$ cat src/rtl/cpu_trace_serializer.sv
// Serialises one CPU write-back record per handshake into the ASCII trace format read by cpu_checker.
// State | meaning: IDLE accept record | CONV time to BCD, one bit per clk | EMIT one char per clk
module cpu_trace_serializer #(
    parameter int          TIME_W    = 14,
    parameter bit          UPPER_HEX = 1'b0,
    parameter logic [7:0]  IDLE_CHAR = 8'h00
) (
    input  logic              clk,
    input  logic              reset,
    input  logic              in_valid,
    output logic              in_ready,
    input  logic              in_kind,
    input  logic [TIME_W-1:0] in_time,
    input  logic [31:0]       in_pc,
    input  logic [4:0]        in_reg,
    input  logic [31:0]       in_addr,
    input  logic [31:0]       in_data,
    output logic [7:0]        out_char,
    output logic              out_valid,
    output logic              busy,
    output logic              rec_done
);

    typedef enum logic [1:0] {S_IDLE, S_CONV, S_EMIT} state_t;

    state_t              state_q;
    logic                kind_q;
    logic [31:0]         pc_q, addr_q, data_q;
    logic [4:0]          reg_q;
    logic [TIME_W-1:0]   bin_q;
    logic [15:0]         bcd_q;
    logic [3:0]          cnt_q;
    logic [5:0]          idx_q;
    logic [7:0]          out_char_q;
    logic                out_valid_q, rec_done_q;

    logic [13:0] time_ext, time_clamp;
    logic [15:0] bcd_adj, bcd_d;
    logic [5:0]  td, fl, pdat, rel, sub;
    logic [3:0]  tens, ones;
    logic [7:0]  char_d;
    logic        last_d;

    function automatic logic [7:0] hex_char(input logic [3:0] n);
        if (n < 4'd10) return 8'h30 + {4'h0, n};
        return (UPPER_HEX ? 8'h37 : 8'h57) + {4'h0, n};
    endfunction

    assign time_ext   = 14'(in_time);
    assign time_clamp = (time_ext > 14'd9999) ? 14'd9999 : time_ext;

    always_comb begin
        for (int i = 0; i < 4; i++) begin
            bcd_adj[4*i +: 4] = (bcd_q[4*i +: 4] >= 4'd5) ? bcd_q[4*i +: 4] + 4'd3 : bcd_q[4*i +: 4];
        end
        bcd_d = 16'({bcd_adj, bin_q[TIME_W-1]});
    end

    // Field positions move with the number of time and register digits.
    always_comb begin
        char_d = IDLE_CHAR;
        last_d = 1'b0;
        sub    = 6'd0;
        if (bcd_q[15:12] != 4'd0)     td = 6'd4;
        else if (bcd_q[11:8] != 4'd0) td = 6'd3;
        else if (bcd_q[7:4] != 4'd0)  td = 6'd2;
        else                          td = 6'd1;
        if (reg_q >= 5'd30)      begin tens = 4'd3; ones = 4'(reg_q - 5'd30); end
        else if (reg_q >= 5'd20) begin tens = 4'd2; ones = 4'(reg_q - 5'd20); end
        else if (reg_q >= 5'd10) begin tens = 4'd1; ones = 4'(reg_q - 5'd10); end
        else                     begin tens = 4'd0; ones = 4'(reg_q); end
        fl   = kind_q ? 6'd8 : ((tens != 4'd0) ? 6'd2 : 6'd1);
        pdat = td + 6'd12 + fl;
        rel  = idx_q - pdat;
        if (idx_q == 6'd0) begin
            char_d = 8'h5e;
        end else if (idx_q <= td) begin
            sub    = td - idx_q;
            char_d = 8'h30 + {4'h0, 4'(bcd_q >> {sub, 2'b00})};
        end else if (idx_q == td + 6'd1) begin
            char_d = 8'h40;
        end else if (idx_q <= td + 6'd9) begin
            sub    = td + 6'd9 - idx_q;
            char_d = hex_char(4'(pc_q >> {sub, 2'b00}));
        end else if (idx_q == td + 6'd10) begin
            char_d = 8'h3a;
        end else if (idx_q == td + 6'd11) begin
            char_d = kind_q ? 8'h2a : 8'h24;
        end else if (idx_q < pdat) begin
            if (kind_q) begin
                sub    = pdat - 6'd1 - idx_q;
                char_d = hex_char(4'(addr_q >> {sub, 2'b00}));
            end else if (tens != 4'd0 && idx_q == td + 6'd12) begin
                char_d = 8'h30 + {4'h0, tens};
            end else begin
                char_d = 8'h30 + {4'h0, ones};
            end
        end else begin
            case (rel)
                6'd0, 6'd3: char_d = 8'h20;
                6'd1:       char_d = 8'h3c;
                6'd2:       char_d = 8'h3d;
                6'd12: begin
                    char_d = 8'h23;
                    last_d = 1'b1;
                end
                default: begin
                    if (rel < 6'd12) begin
                        sub    = 6'd11 - rel;
                        char_d = hex_char(4'(data_q >> {sub, 2'b00}));
                    end
                end
            endcase
        end
    end

    always_ff @(posedge clk or negedge reset) begin
        if (!reset) begin
            state_q     <= S_IDLE;
            kind_q      <= 1'b0;
            pc_q        <= '0;
            addr_q      <= '0;
            data_q      <= '0;
            reg_q       <= '0;
            bin_q       <= '0;
            bcd_q       <= '0;
            cnt_q       <= '0;
            idx_q       <= '0;
            out_char_q  <= IDLE_CHAR;
            out_valid_q <= 1'b0;
            rec_done_q  <= 1'b0;
        end else begin
            case (state_q)
                S_IDLE: begin
                    out_char_q  <= IDLE_CHAR;
                    out_valid_q <= 1'b0;
                    rec_done_q  <= 1'b0;
                    if (in_valid) begin
                        kind_q  <= in_kind;
                        pc_q    <= in_pc;
                        addr_q  <= in_addr;
                        data_q  <= in_data;
                        reg_q   <= in_reg;
                        bin_q   <= TIME_W'(time_clamp);
                        bcd_q   <= '0;
                        cnt_q   <= 4'(TIME_W - 1);
                        state_q <= S_CONV;
                    end
                end
                S_CONV: begin
                    bcd_q <= bcd_d;
                    bin_q <= {bin_q[TIME_W-2:0], 1'b0};
                    if (cnt_q == 4'd0) begin
                        idx_q   <= '0;
                        state_q <= S_EMIT;
                    end else begin
                        cnt_q <= cnt_q - 4'd1;
                    end
                end
                S_EMIT: begin
                    if (rec_done_q) begin
                        out_char_q  <= IDLE_CHAR;
                        out_valid_q <= 1'b0;
                        rec_done_q  <= 1'b0;
                        state_q     <= S_IDLE;
                    end else begin
                        out_char_q  <= char_d;
                        out_valid_q <= 1'b1;
                        rec_done_q  <= last_d;
                        idx_q       <= idx_q + 6'd1;
                    end
                end
                default: state_q <= S_IDLE;
            endcase
        end
    end

    assign in_ready  = (state_q == S_IDLE);
    assign busy      = ~in_ready;
    assign out_char  = out_char_q;
    assign out_valid = out_valid_q;
    assign rec_done  = rec_done_q;

endmodule

$ cat config.mk
export PLATFORM = sky130hd
export DESIGN_NAME = cpu_trace_serializer
export DESIGN_NICKNAME = d
export VERILOG_FILES = /design/src/rtl/cpu_trace_serializer.sv
export SDC_FILE = /design/constraint.sdc
export NUM_CORES = 1
export LEC_CHECK = 0
export BUFFER_PORTS_ARGS = -buffer_cell sky130_fd_sc_hd__buf_2
export CORE_MARGIN = 2
export CORE_UTILIZATION = 45
export CTS_CLUSTER_DIAMETER = 150
export DETAILED_ROUTE_END_ITERATION = 12
export GPL_TIMING_DRIVEN = 0
export SYNTH_ARGS = -nofsm -noshare
export SYNTH_HDL_FRONTEND = slang
export SYNTH_SLANG_ARGS = --single-unit
export TNS_END_PERCENT = 30
$ cat constraint.sdc
create_clock -name clk -period 7.8 [get_ports clk]
set_clock_uncertainty 0.05 [all_clocks]
set_input_delay 0.78 -clock clk [delete_from_list [all_inputs] [get_ports clk]]
set_output_delay 0.78 -clock clk [all_outputs]
set_load 0.02 [all_outputs]
==> out/results.ini <==
[drt]
wirelength_mm = 26.7
dr_total_vias = 8459
drt_pre_antenna_iters = 5
ant_nets = 0
avgViaCountPerCell = 5.43
routedWlPerCell_um = 17.1
drt_iter0_drc = 561
drc_errors = 0

[sta]
whs_ps = 172
setup_viol = 0
rsz0062_at_grt = no
clock.fmax_mhz = 152
slew_headroom_pct = 36.6
layout_min_cycle_time_ps = 6570
drv_slew = 0
setup_tns_ps = 0
worstMarginPinSlew_ps = 943
hold_viol_final = 0
period_share_pct = 84.2

[outcome]
outcome = finished clean

[synth]
synth-seq-cells = 153
syn_area_per_cell_um2 = 8.58
yosysSeqAreaShare_pct = 39.9
synth_largest_area_cell = dfrtp_1
synth_cells = 1118
ys_top_cells_by_area = dfrtp_1 40%, nand2_1 14%, ha_1 5.7%
synth.most_common_cell = nand2_1
ys.flop_type = dfrtp_1
synth_area_um2 = 9600
synthTopCellsByCount = 363 x nand2_1, 153 x dfrtp_1, 50 x nor2_1
synth-edff-count = 0
async_flop_share_pct = 100
synth_top_area_share_pct = 39.9
yosys_warnings = 0
ys_types = 74

[clock_tree]
clock_sinks = 153
cts-root-buf = clkbuf_16
cts.htree.levels = 4
cts_resized = 0
cts-buffers-inserted = 17
post_cts_buffers = 0
ctsHoldBuffers = 0
path_clk_slew_ps = 70
clk_latency_ps = 440
cts_tree = done
cts_buffer_depth = 2

[placed_design]
gp_congestion = 0.853
post-dp-hpwl_mm = 20.0
port-buffer-count = 129

[final_layout]
multi_input_area_um2 = 5370
nFillCells = 2056
syn2layout_area_growth_pct = 16.9
register_area_um2 = 3830
final_util_pct = 53.6
nets = 1435
drive_above_1_share_pct = 17.2

[critical_path]
reg2reg_depth = 26
cp_max_fo = 10
crit_top_cell = inv_1
rrSetupSlack_ps = 1230
worstPathRequired_ps = 8120
critPathMaxStageDelay_ps = 540
r2r_start = bcd_q[12]
cp_data_arrival_time_ps = 6880
r2r-end = out_char[4]
critPathLaunchType = register
critical_path_class = register to register
startpoint = bcd_q[12]
end_kind = register
cp_slowest_cell = fa_1

[grt]
grt_usage_pct = 24.7
grt_pass1_wl_mm = 43.1
grt_pass1_vias = 8273
grt_overflow = 0
antenna_found_initial = 1
grt_max_degree = 107

[floorplan]
initial_core_util_pct = 45.8
fp.dieW_um = 150
io_pins = 131
rows = 53
dieArea_um2 = 22500
core_um2 = 21000
die_h_um = 150

[worst_hold_path]
hold_class = primary input to async pin

[run]
maxCapViolCount = 0

==> routing by layer <==
layer  routed length [um]  global-route usage [%]
met1                12700                    35.7
met2                12100                    38.7
met3                 1340                    3.60
met4                  515                    7.22
met5                    0                       0
==> worst max-delay path, delay by kind of cell (launching register included) <==
kind            cells  cell delay [ps]
buf+inv             8             1200
xor+xnor            1              470
fa+ha+maj           6             2040
flops               1              420
compound gates      4              750
simple gates        7             1560
==> logic make-up (layout without fill, tap and decap cells) <==
logic type | count (synthesis) | after routing | share of synthesized area (%)
AND/OR/NAND/NOR | 555 | 555 | 25.7
buffers and inverters | 105 | 267 | 4.25
multiplexers | 49 | 49 | 8.25
flip-flops | 153 | 153 | 39.9
AO/OA/AOI/OAI | 178 | 178 | 12.4
XOR/XNOR | 28 | 28 | 2.83
other | 2 | 4 | 0.0782
adder cells (fa/ha/maj) | 48 | 48 | 6.57
==> worst max-delay path by stage <==
stage	end	slack, ps	cells past startpoint
4_1_cts	out_char[4]	1290	26
5_1_grt	out_char[4]	800	26
3_5_place_dp	out_char[4]	1350	26
6_report	out_char[4]	1230	26
2_1_floorplan	out_char[4]	2170	25
3_3_place_gp	out_char[4]	1310	26
==> cell type report <==
type	instances	share of cell area, %
inverter	49	1.64
buffer	56	2.00
sequential	153	34.1
antenna	1	0.0223
tap	275	3.07
clock buffer	18	3.91
multi-input combinational	861	47.8
clock inverter	14	1.37
timing repair buffer	130	6.09
==> stage by stage <==
stage,setup slack [ps],instances,cell area [um2]
2_1_floorplan,2170,1119,9600
3_3_place_gp,1310,1523,10600
3_5_place_dp,1350,1524,10600
4_1_cts,1290,1556,11200
5_1_grt,804,1556,11200
6_report,1230,1557,11200
==> registers in the layout, summed over array words and instances, names as in the netlist <==
register,count
addr_q,32
out_char,7
cnt_q,4
bin_q,14
reg_q,5
bcd_q,16
idx_q,6
rec_done,1
data_q,32
out_valid,1
pc_q,32
state_q,2
kind_q,1
==> cells in the final DEF, fill, tap and decap left out, drive strengths merged, types with 16 or more instances in the layout <==
cell    instances
a21oi          39
nand2b         16
dfrtp         153
o21ai          52
nand3          20
mux2i          16
nor2           50
nor3           25
ha             44
nor3b          16
buf           144
mux4           22
inv            56
xnor2          17
nand2         363
clkbuf         60
Power is not shown: default switching activity piles up to over one toggle a cycle in this logic, so the estimate is an artifact.
